`src/rtl/dht_ctrl_pkg.sv`:
```
// Shared types and 40 MHz default timing constants for the DHT11 poll sequencer.
package dht_ctrl_pkg;

  typedef enum logic [2:0] {
    IDLE,
    GAP,
    KICK,
    WAIT_BUSY,
    WAIT_DONE,
    EVAL
  } state_e;

  localparam int unsigned DEF_POLL_CYCLES    = 80_000_000;
  localparam int unsigned DEF_MIN_GAP_CYCLES = 40_000_000;
  localparam int unsigned DEF_READ_TIMEOUT   = 1_600_000;
  localparam int unsigned FAIL_CNT_W         = 4;
  localparam int unsigned GAP_CNT_W          = 27;
  // Cycles the driver gets to acknowledge a start by raising busy.
  localparam int unsigned BUSY_WAIT_CYCLES   = 4;

endpackage

```
`src/rtl/dht_poll_ctrl_alarm_hyst.sv`:
```
// Registered over-threshold alarm with a release band of hyst_i units below
// the threshold; held low while the monitored value is not yet valid.
module alarm_hyst
  import dht_ctrl_pkg::*;
#(
  parameter int unsigned W = 8
) (
  input  logic         clk,
  input  logic         rst_n,
  input  logic         en_i,
  input  logic [W-1:0] value_i,
  input  logic [W-1:0] thresh_i,
  input  logic [W-1:0] hyst_i,
  output logic         alarm_o
);

  logic         alarm_q, alarm_d;
  logic [W-1:0] release_lvl;

  always_comb begin
    release_lvl = (thresh_i > hyst_i) ? (thresh_i - hyst_i) : '0;
    alarm_d     = alarm_q;
    if (!en_i) begin
      alarm_d = 1'b0;
    end else if (value_i >= thresh_i) begin
      alarm_d = 1'b1;
    end else if (value_i < release_lvl) begin
      alarm_d = 1'b0;
    end
  end

  always_ff @(posedge clk or negedge rst_n) begin
    if (!rst_n) alarm_q <= 1'b0;
    else        alarm_q <= alarm_d;
  end

  assign alarm_o = alarm_q;

endmodule

```
`src/rtl/dht_poll_ctrl.sv`:
```
// Poll sequencer for the dht_11 driver: schedules reads, retries failures with
// a rate limit, holds the last good sample and raises hysteretic alarms.
module dht_poll_ctrl
  import dht_ctrl_pkg::*;
#(
  parameter int unsigned POLL_CYCLES    = DEF_POLL_CYCLES,
  parameter int unsigned MIN_GAP_CYCLES = DEF_MIN_GAP_CYCLES,
  parameter int unsigned READ_TIMEOUT   = DEF_READ_TIMEOUT,
  parameter int unsigned MAX_RETRY      = 3,
  parameter logic [7:0]  HYST           = 8'd2
) (
  input  logic                  clk,
  input  logic                  rst_n,
  input  logic                  enable,
  input  logic                  force_req,
  input  logic [7:0]            temp_hi_th,
  input  logic [7:0]            hum_hi_th,
  output logic                  drv_start,
  input  logic                  drv_busy,
  input  logic                  drv_valid,
  input  logic                  drv_checksum,
  input  logic [7:0]            drv_hum,
  input  logic [7:0]            drv_temp,
  output logic [7:0]            temp_out,
  output logic [7:0]            hum_out,
  output logic                  data_valid,
  output logic                  new_sample,
  output logic                  sensor_fault,
  output logic [FAIL_CNT_W-1:0] fail_cnt,
  output logic                  alarm_temp,
  output logic                  alarm_hum
);

  localparam int unsigned MAX_GAP = (POLL_CYCLES > MIN_GAP_CYCLES) ? POLL_CYCLES : MIN_GAP_CYCLES;
  localparam int unsigned GAP_REQ_W = $clog2(MAX_GAP + 1);
  localparam int unsigned CNT_W = (GAP_REQ_W > GAP_CNT_W) ? GAP_REQ_W : GAP_CNT_W;
  localparam int unsigned WD_W  = $clog2(READ_TIMEOUT + BUSY_WAIT_CYCLES + 1);
  localparam logic [CNT_W-1:0] POLL_TGT = CNT_W'(POLL_CYCLES);
  localparam logic [CNT_W-1:0] MIN_TGT  = CNT_W'(MIN_GAP_CYCLES);
  localparam logic [WD_W-1:0]  WD_TGT   = WD_W'(READ_TIMEOUT);
  localparam logic [WD_W-1:0]  BUSY_TGT = WD_W'(BUSY_WAIT_CYCLES);

  state_e                  state_q, state_d;
  logic [CNT_W-1:0]        gap_cnt_q, gap_cnt_d, gap_next, gap_tgt;
  logic [WD_W-1:0]         wd_q, wd_d, wd_next;
  logic                    long_gap_q, long_gap_d;
  logic                    force_q, force_d;
  logic                    cap_ok_q, cap_ok_d;
  logic [7:0]              cap_hum_q, cap_hum_d, cap_temp_q, cap_temp_d;
  logic [7:0]              temp_q, temp_d, hum_q, hum_d;
  logic                    valid_q, valid_d, new_q, new_d, fault_q, fault_d;
  logic [FAIL_CNT_W-1:0]   fail_q, fail_d;
  logic [FAIL_CNT_W:0]     fail_inc;

  assign gap_next = gap_cnt_q + CNT_W'(1);
  assign gap_tgt  = long_gap_q ? POLL_TGT : MIN_TGT;
  assign wd_next  = wd_q + WD_W'(1);
  assign fail_inc = {1'b0, fail_q} + (FAIL_CNT_W+1)'(1);

  always_comb begin
    state_d    = state_q;
    gap_cnt_d  = gap_cnt_q;
    wd_d       = wd_q;
    long_gap_d = long_gap_q;
    force_d    = force_q | (force_req & enable);
    cap_ok_d   = cap_ok_q;
    cap_hum_d  = cap_hum_q;
    cap_temp_d = cap_temp_q;
    temp_d     = temp_q;
    hum_d      = hum_q;
    valid_d    = valid_q;
    new_d      = 1'b0;
    fault_d    = fault_q;
    fail_d     = fail_q;

    unique case (state_q)
      IDLE: if (enable) state_d = GAP;
      GAP: begin
        if (!enable) begin
          state_d = IDLE;
        end else begin
          gap_cnt_d = gap_next;
          if ((gap_next >= gap_tgt) || (force_q && (gap_next >= MIN_TGT))) state_d = KICK;
        end
      end
      KICK: begin
        // A request arriving in the kick cycle itself is kept for a later read.
        force_d = force_req & enable;
        wd_d    = '0;
        state_d = WAIT_BUSY;
      end
      WAIT_BUSY: begin
        wd_d = wd_next;
        if (drv_busy) begin
          state_d = WAIT_DONE;
        end else if (wd_next >= BUSY_TGT) begin
          cap_ok_d = 1'b0;
          state_d  = EVAL;
        end
      end
      WAIT_DONE: begin
        wd_d = wd_next;
        if (drv_valid) begin
          cap_ok_d   = drv_checksum;
          cap_hum_d  = drv_hum;
          cap_temp_d = drv_temp;
          state_d    = EVAL;
        end else if (!drv_busy || (wd_next >= WD_TGT)) begin
          cap_ok_d = 1'b0;
          state_d  = EVAL;
        end
      end
      EVAL: begin
        gap_cnt_d = '0;
        if (cap_ok_q) begin
          temp_d     = cap_temp_q;
          hum_d      = cap_hum_q;
          new_d      = 1'b1;
          valid_d    = 1'b1;
          fail_d     = '0;
          fault_d    = 1'b0;
          long_gap_d = 1'b1;
        end else begin
          fail_d     = (&fail_q) ? fail_q : fail_inc[FAIL_CNT_W-1:0];
          fault_d    = (32'(fail_inc) >= MAX_RETRY);
          long_gap_d = 1'b0;
        end
        state_d = enable ? GAP : IDLE;
      end
      default: state_d = IDLE;
    endcase
  end

  always_ff @(posedge clk or negedge rst_n) begin
    if (!rst_n) begin
      state_q    <= IDLE;
      gap_cnt_q  <= '0;
      wd_q       <= '0;
      long_gap_q <= 1'b0;
      force_q    <= 1'b0;
      cap_ok_q   <= 1'b0;
      cap_hum_q  <= '0;
      cap_temp_q <= '0;
      temp_q     <= '0;
      hum_q      <= '0;
      valid_q    <= 1'b0;
      new_q      <= 1'b0;
      fault_q    <= 1'b0;
      fail_q     <= '0;
    end else begin
      state_q    <= state_d;
      gap_cnt_q  <= gap_cnt_d;
      wd_q       <= wd_d;
      long_gap_q <= long_gap_d;
      force_q    <= force_d;
      cap_ok_q   <= cap_ok_d;
      cap_hum_q  <= cap_hum_d;
      cap_temp_q <= cap_temp_d;
      temp_q     <= temp_d;
      hum_q      <= hum_d;
      valid_q    <= valid_d;
      new_q      <= new_d;
      fault_q    <= fault_d;
      fail_q     <= fail_d;
    end
  end

  assign drv_start    = (state_q == KICK);
  assign temp_out     = temp_q;
  assign hum_out      = hum_q;
  assign data_valid   = valid_q;
  assign new_sample   = new_q;
  assign sensor_fault = fault_q;
  assign fail_cnt     = fail_q;

  alarm_hyst #(.W(8)) u_alarm_temp (
    .clk      (clk),
    .rst_n    (rst_n),
    .en_i     (valid_q),
    .value_i  (temp_q),
    .thresh_i (temp_hi_th),
    .hyst_i   (HYST),
    .alarm_o  (alarm_temp)
  );

  alarm_hyst #(.W(8)) u_alarm_hum (
    .clk      (clk),
    .rst_n    (rst_n),
    .en_i     (valid_q),
    .value_i  (hum_q),
    .thresh_i (hum_hi_th),
    .hyst_i   (HYST),
    .alarm_o  (alarm_hum)
  );

endmodule

```
`config.mk`:
```
export PLATFORM = sky130hd
export DESIGN_NAME = dht_poll_ctrl
export DESIGN_NICKNAME = d
export VERILOG_FILES = /design/src/rtl/dht_ctrl_pkg.sv /design/src/rtl/dht_poll_ctrl_alarm_hyst.sv /design/src/rtl/dht_poll_ctrl.sv
export SDC_FILE = /design/constraint.sdc
export NUM_CORES = 1
export LEC_CHECK = 0
export ABC_AREA = 1
export CORE_MARGIN = 1
export CORE_UTILIZATION = 35
export DETAILED_ROUTE_END_ITERATION = 16
export GPL_ROUTABILITY_DRIVEN = 0
export PLACE_DENSITY_LB_ADDON = 0.05
export REMOVE_ABC_BUFFERS = 1
export SLEW_MARGIN = 0
export SYNTH_ARGS = -nofsm -noshare
export SYNTH_HDL_FRONTEND = slang
export SYNTH_SLANG_ARGS = --single-unit
```
`constraint.sdc`:
```
create_clock -name clk -period 4.5 [get_ports clk]
set_input_delay 0.45 -clock clk [delete_from_list [all_inputs] [get_ports clk]]
set_output_delay 0.45 -clock clk [all_outputs]
set_load 0.02 [all_outputs]
```
==> metrics.txt <==
status=finished clean; largest cells by area after synthesis=dfrtp_1, nand2_1, ha_1; Yosys cell types=35; via count=6171; Int Pwr=0.002112 W; Clk pwr share=27.1%; WP data arrival=3.21 ns; Max clock buf depth=2; Commonest cells post-synth=nand2_1, inv_1, nor2_1, dfrtp_1, o21ai_0; Net Sw Power=0.001301 W; initial antenna violation count=0; routed vias/inst=4.836; Avg Inst Size Synth=6.887 um2; first-pass GRT wire length=29.86 mm; mux cell area share after synthesis=0.3364%; kind of critical path=reg -> reg; final setup fails=0; combinational power share=36.8%; TritonCTS buffer count=9; worst rel slew slack=39.24%; Antenna diodes=0; IO Count=65; Synth Instances=972; proportion of layout cells with a drive suffix above 1=5.374%; Reg clk slew, reported paths=0.07 ns; Setup Fix Bufs, Post-CTS=0; # rows=50; largest net degree at the start of global routing=67; core area=18710 um2; pin slew with the least headroom to its limit=0.9093 ns; Final period util=65.80%; total track usage=19.01%; Most used DFF post-synth=dfrtp_1; worst-path fanout max=5; Mapped Area=6694 um2; cell taking the most area after synthesis=dfrtp_1; setup ws final=1.539 ns; CTS resizes=0; number of flops mapped to enable cells by yosys=0; RSZ-0062 raised after global routing=no; number of synthesized register bits=95; Post-Synth Simple-Gate Area=32.80%; Detail Route Antenna Nets=0; main combinational cell family by area after synthesis=simple AND/OR/NAND/NOR gates; vias in the first global route=5915; Clk Latency, worst-skew pair=0.36 ns; Leak Pwr=3.856 nW; Starting DRT DRC Count=382; post-synth top area share=35.51%; Flop pwr share=36.0%; setup TNS=0 ns; clock skew=0.01060 ns; die area=19680 um2; Synth Area in Compound Gates=12.45%; Area Growth Syn to Fin=18.95%; Slew Viols, Final=0; multi-input logic area=3764 um2; Die Span X=140.3 um; Critical Path Start Type=flop; dpl ws=1.563 ns; Max IR drop VDD=0.0001927 V; Layout Nets=1125; Clk Tree Root Cell=clkbuf_16; CTS tree=built; worst path required time=4.75 ns; sequential standard cell area=2377 um2; Sink Count=95; FMAX=0.3377 GHz; PD cells=428.6 nW/um2; max-capacitance violation count=0; CTS HTree Levels=3; number of fill cells=1942; hold_buf cts=0; Final Hold Fails=0; share of flip-flops with an asynchronous set or reset=100.0%; most common cell in the netlist=nand2_1; DIE HEIGHT=140.3 um; CP Capture Type=flop; final wirelength=17.68 mm; switching part of the total power=38.12%; xor/xnor share of the synthesized area=1.439%; Seq/Total Area, Yosys=35.51%; Final Critical Period=2.961 ns; Hold Crit Class=in -> async; total gr overflow=0; Initial Utilization=35.79%; drt wl/cell=13.86 um; DR pass1 iterations=5; Synth warnings=0; drt drc=0; port bufs=64; Post-Synth Adder-Cell Area=9.159%; dpl hpwl=13.41 mm
-- final cells by class --
| type | instances | share of cell area (%) |
|---|---|---|
| Timing Repair Buffer | 69 | 8.485 |
| Sequential cell | 95 | 29.86 |
| Inverter | 133 | 6.270 |
| Clock buffer | 10 | 3.001 |
| Multi-Input combinational cell | 729 | 47.27 |
| Tap cell | 234 | 3.677 |
| Clock inverter | 6 | 1.446 |
-- worst paths after layout --
kind                                to     startpoint  slack, ns  depth (start not counted)
setup reg to reg            state_q[0]   gap_cnt_q[1]       1.54                         21
min in group clk           temp_out[0]  cap_temp_q[0]       0.48                          2
setup / recovery            state_q[0]   gap_cnt_q[1]       1.54                         21
hold / removal             temp_out[6]          rst_n       0.20                          1
hold reg to reg            temp_out[0]  cap_temp_q[0]       0.48                          2
max in group asynchronous   hum_out[2]          rst_n       3.32                          2
-- metrics by stage --
stage	util (%)	power, W	instance area, um2	hold WS (ns)	cells
after global routing	42.57	0.003684	7963	0.2859	1276
after CTS	42.57	0.003448	7963	0.2423	1276
final	42.57	0.003412	7963	0.1986	1276
after detailed placement	40.68	0.002512	7609	0.4674	1260
after floorplan	-	0.002006	6638	0.1544	957
after global placement	40.68	0.002512	7609	0.4639	1260
-- worst max-delay path: stages (launching register included) --
cell      delay (ns)
dfrtp_1         0.39
ha_1            0.24
nand3_1         0.12
nor2_1          0.36
nand4_1         0.13
nand2_1         0.12
inv_1           0.07
ha_1            0.29
nand2_1         0.07
nor2_1          0.12
nand4_1         0.08
nand3b_1        0.16
nor2_1          0.10
nand2_1         0.07
nor2_1          0.10
nand3_1         0.07
nand3_1         0.08
nor2_2          0.04
nand2_2         0.09
nand2_1         0.05
nand2_1         0.05
nand2_1         0.05
-- per-layer routing --
metal	GRT usage, %	routed length (um)	vias to the layer above
met5	0	0	-
li1	-	-	3289
met4	5.495	235	0
met2	29.89	7614	101
met3	2.564	564	16
met1	27.12	9268	2765
-- cell usage in the layout (no fill, tap or decap), drive strengths merged --
cell	count
o21bai	1
nand4	10
nor2	115
nor4	1
nand3b	2
o22ai	33
o31ai	1
a22oi	1
nand3	77
o21ai	83
dfrtp	95
a22o	1
nor3	12
inv	134
clkinvlp	1
nor3b	2
or2	5
clkbuf	10
xor2	10
mux2	2
nand2	288
buf	6
ha	49
bufinv	3
clkinv	1
a21boi	2
xnor2	1
a21oi	33
clkdlybuf4s50	63
-- flip-flops by register name, indices dropped and copies added (netlist names), 3 cells and up --
register and cells:
cap_temp_q 8, wd_q 21, temp_out 8, cap_hum_q 8
hum_out 8, gap_cnt_q 27, state_q 3, fail_cnt 4
-- cells by family (layout without fill, tap and decap cells) --
| logic type | count (synthesis) | in the layout |
|---|---|---|
| AO/OA/AOI/OAI | 155 | 155 |
| XOR/XNOR | 11 | 11 |
| adder cells (fa/ha/maj) | 49 | 49 |
| buffers and inverters | 148 | 218 |
| flip-flops | 95 | 95 |
| multiplexers | 2 | 2 |
| AND/OR/NAND/NOR | 512 | 512 |
-- power by group through the flow --
stage                     Sequential (W)  Clock (W)  Combinational (W)
after floorplan                  0.00129          0           0.000713
after global placement           0.00125          0            0.00126
after detailed placement         0.00125          0            0.00127
after CTS                        0.00123   0.000946            0.00127
after global routing             0.00126   0.000980            0.00144
final                            0.00123   0.000926            0.00126
No activity file was read; power rests on OpenSTA's default activity.
